`src/rtl/alu_share_arbiter.sv`:
```
// rtl/alu_share_arbiter.sv - round-robin sharing of one combinational ALU between two requesters
// Single-entry registered response buffer with valid/ready backpressure and per-port accept counters.
module alu_share_arbiter #(
    parameter int TAG_W = 4,
    parameter int CNT_W = 16
) (
    input  logic             clk,
    input  logic             rst_n,
    input  logic             req0_valid,
    output logic             req0_ready,
    input  logic [31:0]      req0_a,
    input  logic [31:0]      req0_b,
    input  logic [3:0]       req0_aluc,
    input  logic [TAG_W-1:0] req0_tag,
    input  logic             req1_valid,
    output logic             req1_ready,
    input  logic [31:0]      req1_a,
    input  logic [31:0]      req1_b,
    input  logic [3:0]       req1_aluc,
    input  logic [TAG_W-1:0] req1_tag,
    output logic [31:0]      alu_a,
    output logic [31:0]      alu_b,
    output logic [3:0]       alu_aluc,
    input  logic [31:0]      alu_r,
    input  logic             alu_zero,
    input  logic             alu_carry,
    input  logic             alu_negative,
    input  logic             alu_overflow,
    output logic             resp_valid,
    input  logic             resp_ready,
    output logic             resp_port,
    output logic [TAG_W-1:0] resp_tag,
    output logic [31:0]      resp_r,
    output logic [3:0]       resp_flags,
    output logic [CNT_W-1:0] cnt0,
    output logic [CNT_W-1:0] cnt1
);

    typedef enum logic {
        ST_EMPTY = 1'b0,
        ST_FULL  = 1'b1
    } state_t;

    state_t state_q;
    state_t state_d;

    logic             rr_last_q;
    logic             run_q;
    logic             slot_free;
    logic             any_req;
    logic             grant;
    logic             accept0;
    logic             accept1;
    logic             accept;
    logic             resp_port_q;
    logic [TAG_W-1:0] resp_tag_q;
    logic [31:0]      resp_r_q;
    logic [3:0]       resp_flags_q;
    logic [CNT_W-1:0] cnt0_q;
    logic [CNT_W-1:0] cnt1_q;

    // run_q keeps both readies low until the first edge seen with reset released.
    always_ff @(posedge clk or negedge rst_n) begin
        if (!rst_n) begin
            run_q <= 1'b0;
        end else begin
            run_q <= 1'b1;
        end
    end

    always_comb begin
        any_req = req0_valid | req1_valid;
        grant   = 1'b0;
        if (req0_valid && req1_valid) begin
            grant = ~rr_last_q;
        end else if (req1_valid) begin
            grant = 1'b1;
        end
    end

    assign slot_free  = (state_q == ST_EMPTY) | resp_ready;
    assign req0_ready = slot_free & any_req & ~grant & rst_n & run_q;
    assign req1_ready = slot_free & any_req &  grant & rst_n & run_q;
    assign accept0    = req0_valid & req0_ready;
    assign accept1    = req1_valid & req1_ready;
    assign accept     = accept0 | accept1;

    // With no request the mux falls back to port 0 so the ALU inputs stay deterministic.
    always_comb begin
        alu_a    = req0_a;
        alu_b    = req0_b;
        alu_aluc = req0_aluc;
        if (any_req && grant) begin
            alu_a    = req1_a;
            alu_b    = req1_b;
            alu_aluc = req1_aluc;
        end
    end

    always_ff @(posedge clk or negedge rst_n) begin
        if (!rst_n) begin
            state_q <= ST_EMPTY;
        end else begin
            state_q <= state_d;
        end
    end

    always_comb begin
        state_d = state_q;
        case (state_q)
            ST_EMPTY: begin
                if (accept) begin
                    state_d = ST_FULL;
                end
            end
            ST_FULL: begin
                if (resp_ready && !accept) begin
                    state_d = ST_EMPTY;
                end
            end
            default: state_d = ST_EMPTY;
        endcase
    end

    // Payload only moves on accept, so a drain leaves the last response readable.
    always_ff @(posedge clk or negedge rst_n) begin
        if (!rst_n) begin
            rr_last_q    <= 1'b1;
            resp_port_q  <= 1'b0;
            resp_tag_q   <= '0;
            resp_r_q     <= '0;
            resp_flags_q <= '0;
        end else if (accept) begin
            rr_last_q    <= accept1;
            resp_port_q  <= accept1;
            resp_tag_q   <= accept1 ? req1_tag : req0_tag;
            resp_r_q     <= alu_r;
            resp_flags_q <= {alu_zero, alu_carry, alu_negative, alu_overflow};
        end
    end

    always_ff @(posedge clk or negedge rst_n) begin
        if (!rst_n) begin
            cnt0_q <= '0;
            cnt1_q <= '0;
        end else begin
            if (accept0) begin
                cnt0_q <= cnt0_q + {{(CNT_W-1){1'b0}}, 1'b1};
            end
            if (accept1) begin
                cnt1_q <= cnt1_q + {{(CNT_W-1){1'b0}}, 1'b1};
            end
        end
    end

    assign resp_valid = (state_q == ST_FULL);
    assign resp_port  = resp_port_q;
    assign resp_tag   = resp_tag_q;
    assign resp_r     = resp_r_q;
    assign resp_flags = resp_flags_q;
    assign cnt0       = cnt0_q;
    assign cnt1       = cnt1_q;

endmodule

```
`config.mk`:
```
export PLATFORM = sky130hd
export DESIGN_NAME = alu_share_arbiter
export DESIGN_NICKNAME = d
export VERILOG_FILES = /design/src/rtl/alu_share_arbiter.sv
export SDC_FILE = /design/constraint.sdc
export NUM_CORES = 1
export LEC_CHECK = 0
export ABC_CLOCK_PERIOD_IN_PS = 1790
export CAP_MARGIN = 20
export CORE_AREA = 2 2 126 128
export DETAILED_ROUTE_END_ITERATION = 6
export DIE_AREA = 0 0 128 130
export DONT_BUFFER_PORTS = 1
export PLACE_DENSITY_LB_ADDON = 0.3
export SYNTH_ARGS = -nofsm -noshare
export SYNTH_HDL_FRONTEND = slang
export SYNTH_SLANG_ARGS = --single-unit
```
`constraint.sdc`:
```
create_clock -name clk -period 1.79 [get_ports clk]
set_input_delay 0.537 -clock clk [delete_from_list [all_inputs] [get_ports clk]]
set_output_delay 0.537 -clock clk [all_outputs]
set_load 0.02 [all_outputs]
```
Word-level counts from Yosys, hierarchy flattened
Cells that the tools add are included.
- bits in writable memories: 0
- latch bits: 0
- register bits after elaboration: 76
- memories kept: 0
- ROM bits: 0
- output and inout port bits: 144
- shift operators: 0
- mux-type cells: 9
- bitwise operators: 15
- reduce and logical (&&, ||, !) cells: 4
- order comparisons: 0
- add/sub/neg operators: 2
- $mul: 0
- equal/unequal tests: 0
- div/mod/pow operators: 0
- operators by type and width (operator ; number):
    $mux 32 ; 2
    $add 16x1->16 const B ; 2
    $and 1x1->1 ; 9
    $mux 4 ; 2
    $mux 1 ; 4
    $logic_and 1x1->1 ; 3
    $not 1->1 ; 3
    $or 1x1->1 ; 3
    $pmux 1 s2 ; 1
    $logic_not 1->1 ; 1

Depth between registers and ports, before layout
Gate-level depths: netlist of run 1.
- depth in word-level cells: 12
- gate-level depth with buffers: 6
- gate-level depth less buffers: 5

Worst setup path before layout of run 1
Ideal clock, no wire load.
- path kind: input to output
- start point: input req1_valid
- end point: output alu_a[25]
- arrival time: 1407 ps
- path buffers: 2
- path slack: -154 ps
- cell stages on the path: 5
- path through: a21boi_2 > buf_2 > buf_1 > nand2_1 > nand2_1
- longest elaborated chain between the ends: 4
- elaborated cells between the ends (all ways): 6
- classes of those cells: 3 x mux; 1 x bitwise; 2 x reduce/logical
- RTL lines (what ; line ; RTL):
    from (decl) ; 15 ; input logic req1_valid,
    $mux 1 or $logic_and 1x1->1 (tied branches) ; 76, 74 ;
    $mux 1 ; 74 ; if (req0_valid && req1_valid) begin
    $logic_and 1x1->1 (*) ; 93 ; if (any_req && grant) begin
    $mux 32 (*) ; 93 ;
    to (decl) ; 21 ; output logic [31:0] alu_a,
Mark *: on every way between the ends. The rest lies on a longest branch, timed or not.

Final worst setup path of run 1
- start point: register rr_last_q
- end point: output alu_a[29]
- longest elaborated chain between the ends: 4
- RTL lines (what ; line ; RTL):
    from (decl) ; 47 ; logic rr_last_q;
    from (signal assigned) ; 134 ; rr_last_q <= accept1;
    $not 1->1 ; 75 ; grant = ~rr_last_q;
    $mux 1 ; 74 ;
    $logic_and 1x1->1 ; 93 ;
    $mux 32 ; 93 ;
Every way passes these cells.

==> impl_metrics.csv, run 1 <==
group,metric,value,unit
global_routing,grt_pass1_vias,3369,
place,portBuffers,0,
global_routing,grt_overflow_total,0,
setup_path,slowest_stage,"dfstp_2",
setup_path,crit_fanout,8,
setup_path,path_delay_family,"flip-flops",
yosys,yosysSeqAreaShare,0.477,
final_layout,syn_to_final_growth,40.7,%
floorplan,die_w,128,um
final_layout,layout.nets,693,
timing,finalWorstSetupSlack,-346,ps
floorplan,io_pins,329,
final_layout,seqCellArea,1900,um2
drt,drt_pass1_iterations,4,
timing,hold_violations,75,
place,dp_hpwl,10900,um
timing,period_share,1.19,
setup_path,crit_chain,"nand2_4, nand2_8, buf_12, buf_16, nand2_2, nand2_4",
drt,vias,3537,
setup_path,reg2reg_from,"rr_last_q$_DFFE_PN1P_",
final_layout,fin_util,0.364,
yosys,synth_top_area_frac,0.471,
status,status,"finished with violations",
yosys,synth_ff_type,"dfrtp_1",
floorplan,fp-row-count,46,
clock_network,clockBufferDepth,2,
yosys,syn_inst,464,
yosys,yosysMostFrequentCell,"nand2_1",
final_layout,fin_cells,703,
clock_network,worst_skew_pair.late_latency,330,ps
timing,finalSetupViolCount,70,
setup_path,crit_path_frequent_cell,"nand2_4",
yosys,synth_area,3990,um2
pwr,ir_drop,691,uV
timing,rsz0062_at_grt,"true",
setup_path,worstSetupPathType,"reg -> out",
drt,drtIter0Drc,176,
drt,wl_per_cell,21.7,um
clock_network,cts_tree,"done",
yosys,netlist-cell-type-count,36,
final_layout,drive_gt1_frac,0.450,
yosys,syn-mean-instance-area,8.60,um2
floorplan,dieHeight,130,um
setup_path,cp-startpoint,"rr_last_q$_DFFE_PN1P_",
setup_path,worstSetupEndpointType,"output port",
clock_network,cts.clk_slew.worst_paths,60,ps
setup_path,cp.arrival,1600,ps
min_path,hp-class,"in -> async",
place,place.gp.congestion,0.758,
global_routing,grt_usage,0.159,
floorplan,coreArea,15400,um2
global_routing,grt_pass1_wl,19700,um
final_layout,finalInstanceArea,5610,um2
final_layout,multi_input_area,2540,um2
yosys,yosysWarnings,0,
pwr,powerDensity,1080,nW/um2
yosys,async_flop_share,1.00,
global_routing,grt_antenna_before_repair,0,
job,maxCapViolations,0,
clock_network,cts.sinks,76,
setup_path,r2r_slack,50,ps
setup_path,worst_setup_path_start_kind,"register",
final_layout,n_antenna_cell,0,
drt,antenna_left,0,
clock_network,cts_made_buffers,9,
place,pre_cts_slack,-183,ps
yosys,synth-edff-count,0,
global_routing,grt_start_max_net_pins,78,
yosys,post-synth-top-area-cell,"dfrtp_1",
clock_network,htreeDepth,3,
timing,fin_tns_setup,-19860,ps
floorplan,initial_core_util,0.259,
drt,via_per_inst,5.03,
pwr,total_leakage_power,2.68,nW
yosys,yosys-top-cells-count,"227 x nand2_1, 75 x dfrtp_1, 37 x mux2_2, 16 x xnor2_1, 14 x xor2_1",
floorplan,dieArea,16600,um2
setup_path,crit_buf_inv,2,
timing,report.final.slew_viol_count,0,
timing,period_needed,2140,ps
clock_network,root_buffer,"clkbuf_16",
yosys,synth_seq_cells,76,
drt,wl,15200,um
drt,drc,0,
yosys,syn_nets,651,
yosys,synth_area_leaders,"dfrtp_1 47%, nand2_1 21%, mux2_2 10%",
place,dp_cells,671,
timing,final.setup_skew,9.03,ps
status,violations,"hold timing, setup timing",
timing,fmax,468,MHz
setup_path,cpPeakStageDelay,610,ps
place,post_dp_cell_area,4640,um2
final_layout,fill_cells,1555,
timing,holdWs,-104,ps
setup_path,cp.required,1250,ps
pwr,power,6.04,mW
layout make-up:
type,instances,area share
clock inverters,6,0.00825
well taps,192,0.0428
inverters,6,0.00491
multi-input cells,359,0.452
flip-flops and latches,76,0.339
repair buffers,54,0.110
clock buffers,10,0.0426
worst paths after layout:
kind                                                   to  depth (start not counted)
worst max-delay path                            alu_a[29]                          6
worst min-delay path               resp_r[16]$_DFFE_PN0P_                          0
worst max register to register       cnt0[15]$_DFFE_PN0P_                          6
worst min register to register      rr_last_q$_DFFE_PN1P_                          1
max in group asynchronous           rr_last_q$_DFFE_PN1P_                          0
min in group clk                resp_flags[1]$_DFFE_PN0P_                          1
worst register-to-register path: stages, from the launching register on:
cell	delay, ps
dfstp_2	610
buf_4	140
nand2b_4	120
nand4_4	120
buf_6	190
nor4_2	300
xor2_1	180
what timing repair did:
item                                    in CTS  in global routing
gates cloned                                 6                  3
buffers inserted                             5                  5
resized for setup                           34                 81
endpoints found under the setup margin      70                 79
pin swaps                                   53                 41
hold endpoints to repair                    75                 75
routing by layer:
layer	global-route usage	share of wire	up-vias
li1	-	-	1575
met1	0.197	0.38	1742
met2	0.270	0.52	201
met3	0.0455	0.081	19
met4	0.0543	0.021	0
met5	0	0	-
registers in the layout (all words and copies together), names as in the netlist:
name	count
cnt0	16
cnt1	16
resp_flags	4
resp_port	1
resp_r	32
resp_tag	4
resp_valid	1
rr_last_q	1
run_q	1
report_power, final:
part	leakage [nW]	switching, mW	internal [mW]	total, mW
clock network	0.135	0.737	0.986	1.72
logic	1.60	1.08	0.709	1.79
registers	0.941	0.519	2.01	2.53
cell usage in the layout (no fill, tap or decap), types with 10 or more instances in the layout:
cell       count
xor2_1        14
clkbuf_16     11
buf_4         36
xnor2_1       16
nand3_1       10
nand2_4       44
dfrtp_1       75
nand2_2       64
mux2_2        37
nand2_1      118
kinds of logic after synthesis:
group | synth area share
DFF | 0.477
buffers and inverters | 0.0329
xor gates and xnor gates | 0.0659
AOI/OAI and AO/OA | 0.0210
adders and majority gates | 0.00627
and+or+nand+nor | 0.291
other | 0.000940
muxes | 0.104
No activity file was read; power rests on OpenSTA's default activity.
==> run 2, diff against run 1 <==
--- a/config.mk
+++ b/config.mk
@@ -5,7 +5,7 @@
 export SDC_FILE = /design/constraint.sdc
 export NUM_CORES = 1
 export LEC_CHECK = 0
-export ABC_CLOCK_PERIOD_IN_PS = 1790
+export ABC_CLOCK_PERIOD_IN_PS = 2000
 export CAP_MARGIN = 20
 export CORE_AREA = 2 2 126 128
 export DETAILED_ROUTE_END_ITERATION = 6
==> constraint.sdc (replaced) <==
create_clock -name clk -period 2 [get_ports clk]
set_input_delay 0.6 -clock clk [delete_from_list [all_inputs] [get_ports clk]]
set_output_delay 0.6 -clock clk [all_outputs]
set_load 0.02 [all_outputs]
==> run 2 against run 1 <==
Power down 9.7%. The flow still finishes with violations (hold timing, setup timing). Cell count decreased by 2.8%. Die area unchanged. Core utilization fell by 2.9 points. Sequential power shrank 7%. Count of clock-buffer cells in the layout down 1. Largest power group unchanged.
==> impl_metrics.csv, run 2 (same netlist as run 1, synthesis figures left out) <==
group,metric,value,unit
final_layout,multi_input_area,2280,um2
global_routing,grt_pass1_wl,18800,um
floorplan,dieHeight,130,um
timing,fin_tns_setup,-8370,ps
clock_network,worst_skew_pair.late_latency,340,ps
pwr,ir_drop,520,uV
floorplan,fp-row-count,46,
drt,wl,14200,um
place,post_dp_cell_area,4330,um2
setup_path,worstSetupPathType,"reg -> out",
setup_path,reg2reg_from,"rr_last_q$_DFFE_PN1P_",
clock_network,htreeDepth,3,
drt,vias,3401,
floorplan,initial_core_util,0.259,
setup_path,crit_fanout,24,
clock_network,cts.sinks,76,
final_layout,largest_reg_flops,32,
final_layout,drive_gt1_frac,0.365,
final_layout,fill_cells,1575,
final_layout,seqCellArea,1900,um2
final_layout,layout.nets,670,
drt,wl_per_cell,20.7,um
min_path,hp-class,"in -> async",
global_routing,grt_start_max_net_pins,78,
pwr,total_leakage_power,2.44,nW
final_layout,syn_to_final_growth,29.4,%
timing,finalWorstSetupSlack,-159,ps
drt,via_per_inst,4.98,
global_routing,grt_antenna_before_repair,3,
drt,antenna_left,0,
place,place.gp.congestion,0.716,
place,portBuffers,0,
place,dp_hpwl,10700,um
clock_network,root_buffer,"clkbuf_16",
timing,hold_violations,75,
final_layout,mostFrequentLayoutCell,"nand2_1",
timing,holdWs,-48.9,ps
timing,rsz0062_at_grt,"true",
global_routing,grt_overflow_total,0,
setup_path,worstSetupEndpointType,"output port",
drt,drc,0,
timing,final.setup_skew,8.09,ps
timing,finalSetupViolCount,70,
clock_network,cts.clk_slew.worst_paths,70,ps
setup_path,worst_setup_path_start_kind,"register",
setup_path,cp.arrival,1560,ps
pwr,powerDensity,1060,nW/um2
timing,period_needed,2160,ps
clock_network,cts_made_buffers,9,
final_layout,final_cell_mix,"141 x nand2_1, 75 x dfrtp_1, 68 x nand2_2",
job,maxCapViolations,0,
timing,report.final.slew_viol_count,0,
floorplan,die_w,128,um
global_routing,grt_usage,0.154,
setup_path,rr_endpoint,"cnt0[13]$_DFFE_PN0P_",
pwr,power,5.46,mW
floorplan,coreArea,15400,um2
setup_path,r2r_slack,140,ps
drt,drt_pass1_iterations,4,
drt,drtIter0Drc,172,
status,status,"finished with violations",
floorplan,dieArea,16600,um2
timing,fmax,463,MHz
floorplan,io_pins,329,
final_layout,finalInstanceArea,5160,um2
clock_network,cts_tree,"done",
global_routing,grt_pass1_vias,3115,
setup_path,cp.required,1400,ps
place,pre_cts_slack,-31.2,ps
clock_network,clockBufferDepth,2,
setup_path,ff2ff_path_depth,7,
status,violations,"hold timing, setup timing",
timing,period_share,1.08,
run 2: changes by cell type in the layout (fill, tap and decap cells not counted), moves of 3 or more:
cell     before  now
nand2_4      44   17
nand2_1     118  141
buf_4        36   17
nor4_1        0    5
nand2_2      64   68
diode_2       0    3
nor4_2        4    1
run 2: metal layers:
metal | global-route usage | wire [um]
met5 | 0 | 0
met4 | 0.0653 | 467
met3 | 0.0476 | 1140
met2 | 0.266 | 7330
met1 | 0.178 | 5240
run 2: how the worst max path moves through the flow:
stage | startpoint | to | slack [ps]
after global routing | rr_last_q$_DFFE_PN1P_ | alu_b[5] | -190
after floorplan | req1_valid | alu_a[10] | -70
after CTS | rr_last_q$_DFFE_PN1P_ | alu_b[16] | -200
final | rr_last_q$_DFFE_PN1P_ | alu_a[1] | -160
after detailed placement | req1_valid | alu_b[16] | -30
after global placement | req1_valid | alu_b[30] | -20
run 2: layout make-up:
cell class,count,share of cell area
Antenna cell,3,0.00145
Clock buffer,9,0.0436
Clock inverter,7,0.0204
Inverter,6,0.00533
Multi-Input combinational cell,359,0.442
Sequential cell,76,0.369
Tap cell,192,0.0465
Timing Repair Buffer,31,0.0717
run 2: metrics by stage:
step,util,cells
after floorplan,-,464
after global placement,0.280,654
after detailed placement,0.280,654
after CTS,0.332,682
after global routing,0.335,683
final,0.335,683
run 2: critical path, stage by stage, from the launching register on:
cell and delay [ps]:
dfstp_2 600, nand2_4 80, nand2_8 110, buf_12 170, nand2_1 110, nand2_2 130
run 2: what timing repair did:
action / 4_1_cts / 5_1_grt
buffers inserted: 8 / 3
setup endpoints to repair: 69 / 70
pin swaps: 28 / 14
endpoints found under the hold margin: 75 / 75
cloned: 4 / 0
gates resized for setup: 94 / 33
run 2: power breakdown:
group          internal (mW)  switching (mW)  leakage, nW
sequential              1.80           0.554        0.941
clock                   1.11           0.686        0.159
combinational          0.517           0.789         1.34
total                   3.43            2.03         2.44
==> run 3, diff against run 2 <==
--- a/config.mk
+++ b/config.mk
@@ -5,13 +5,14 @@
 export SDC_FILE = /design/constraint.sdc
 export NUM_CORES = 1
 export LEC_CHECK = 0
-export ABC_CLOCK_PERIOD_IN_PS = 2000
+export ABC_CLOCK_PERIOD_IN_PS = 1800
 export CAP_MARGIN = 20
 export CORE_AREA = 2 2 126 128
 export DETAILED_ROUTE_END_ITERATION = 6
 export DIE_AREA = 0 0 128 130
 export DONT_BUFFER_PORTS = 1
 export PLACE_DENSITY_LB_ADDON = 0.3
+export SKIP_LAST_GASP = 1
 export SYNTH_ARGS = -nofsm -noshare
 export SYNTH_HDL_FRONTEND = slang
 export SYNTH_SLANG_ARGS = --single-unit
==> constraint.sdc (replaced) <==
create_clock -name clk -period 1.8 [get_ports clk]
set_input_delay 0.54 -clock clk [delete_from_list [all_inputs] [get_ports clk]]
set_output_delay 0.54 -clock clk [all_outputs]
set_load 0.02 [all_outputs]
==> run 3 against run 2 <==
The flow still finishes with violations (hold timing, setup timing). Die area unchanged. Wire length increased by 14%. Clock power about the same. Sequential power increased by 7%. Power up 14%. Sequential share of layout area fell by 4.6 points. Non-clock buffer count up 27. Cell count is 3.8% higher. Critical endpoint is now alu_a[6]. Largest power group unchanged.
==> impl_metrics.csv, run 3 (same netlist as run 1, synthesis figures left out) <==
group,metric,value,unit
pwr,power,6.24,mW
place,place.gp.congestion,0.753,
timing,holdWs,-107,ps
place,dp_hpwl,11700,um
clock_network,cts_made_buffers,9,
drt,wl_per_cell,22.8,um
final_layout,final_cell_mix,"106 x nand2_1, 75 x dfrtp_1, 74 x nand2_4",
pwr,total_leakage_power,2.86,nW
timing,period_share,1.16,
timing,finalWorstSetupSlack,-296,ps
clock_network,worst_skew_pair.late_latency,340,ps
clock_network,cts_tree,"done",
final_layout,finalInstanceArea,5890,um2
clock_network,root_buffer,"clkbuf_16",
drt,vias,3591,
clock_network,cts.clk_slew.worst_paths,60,ps
floorplan,die_w,128,um
drt,via_per_inst,5.06,
floorplan,coreArea,15400,um2
pwr,ir_drop,853,uV
status,violations,"hold timing, setup timing",
final_layout,fin_util,0.382,
setup_path,cp.required,1260,ps
setup_path,worstSetupEndpointType,"output port",
final_layout,largest_reg_flops,32,
drt,drtIter0Drc,214,
timing,final.setup_skew,5.07,ps
floorplan,io_pins,329,
drt,drc,0,
setup_path,worst_setup_path_start_kind,"register",
global_routing,grt_usage,0.167,
floorplan,initial_core_util,0.259,
global_routing,grt_pass1_vias,3221,
floorplan,fp-row-count,46,
timing,period_needed,2100,ps
final_layout,mostFrequentLayoutCell,"nand2_1",
final_layout,fill_cells,1511,
global_routing,grt_pass1_wl,20000,um
place,portBuffers,0,
drt,antenna_left,0,
setup_path,crit_fanout,12,
timing,fmax,477,MHz
timing,report.final.slew_viol_count,0,
drt,drt_pass1_iterations,4,
final_layout,layout.nets,697,
timing,rsz0062_at_grt,"true",
drt,wl,16100,um
min_path,hp-class,"in -> async",
setup_path,worstSetupPathType,"reg -> out",
timing,hold_violations,75,
global_routing,grt_start_max_net_pins,78,
pwr,powerDensity,1060,nW/um2
place,post_dp_cell_area,4650,um2
clock_network,cts.sinks,76,
clock_network,htreeDepth,3,
final_layout,drive_gt1_frac,0.485,
clock_network,clockBufferDepth,2,
final_layout,syn_to_final_growth,47.8,%
global_routing,grt_antenna_before_repair,4,
job,maxCapViolations,0,
status,status,"finished with violations",
floorplan,dieArea,16600,um2
floorplan,dieHeight,130,um
timing,finalSetupViolCount,75,
global_routing,grt_overflow_total,0,
setup_path,cp.arrival,1560,ps
[run 3: worst paths after layout]
kind	startpoint	endpoint	slack (ps)	cells past startpoint
max	rr_last_q$_DFFE_PN1P_	alu_a[6]	-300	5
min	rst_n	resp_r[4]$_DFFE_PN0P_	-110	0
max reg2reg	rr_last_q$_DFFE_PN1P_	cnt1[15]$_DFFE_PN0N_	-70	8
min reg2reg	cnt1[6]$_DFFE_PN0N_	cnt1[6]$_DFFE_PN0N_	610	2
max in group asynchronous	rst_n	rr_last_q$_DFFE_PN1P_	1720	0
min in group clk	alu_r[20]	resp_r[20]$_DFFE_PN0P_	350	1
[run 3: per-layer routing]
layer / track usage / wire, um / up-vias
met5: 0 / 41 / -
met1: 0.200 / 5920 / 1703
li1: - / - / 1596
met4: 0.0485 / 372 / 6
met2: 0.287 / 8130 / 251
met3: 0.0562 / 1660 / 35
[run 3: area by class of cell]
type	instances	area [um2]	area share
Antenna cell	2	5.00	0.000849
Clock inverter	6	71.3	0.0121
Timing Repair Buffer	58	688	0.117
Sequential cell	76	1900	0.323
Tap cell	192	240	0.0408
Multi-Input combinational cell	359	2730	0.464
Inverter	6	23.8	0.00403
Clock buffer	10	229	0.0388
[run 3: where the power goes]
group / leakage, nW / switching, mW / internal (mW) / total [mW]
sequential: 0.941 / 0.515 / 2.00 / 2.52
combinational: 1.78 / 1.13 / 0.766 / 1.89
clock: 0.140 / 0.745 / 1.09 / 1.83
total: 2.86 / 2.39 / 3.85 / 6.24
[run 3: worst max-delay path, stage by stage, from the launching register on]
cell     delay [ps]
dfstp_2         540
nand2_1          80
nand2_4         170
buf_6           190
nand2_1         120
nand2_4         110
[run 3: what timing repair did]
| action | CTS | global route |
|---|---|---|
| cloned | 5 | 5 |
| endpoints found under the setup margin | 70 | 85 |
| setup buffers | 8 | 2 |
| gates resized for setup | 129 | 28 |
| pin swaps | 50 | 10 |
| endpoints found under the hold margin | 75 | 75 |
[run 3: stage by stage]
step | TNS (ps) | setup slack (ps) | instances
2_1_floorplan | -91.6 | -3.71 | 464
3_3_place_gp | -1870 | -70.1 | 671
3_5_place_dp | -2110 | -83.2 | 671
4_1_cts | -18340 | -285 | 700
5_1_grt | -23970 | -358 | 708
6_report | -18590 | -296 | 709
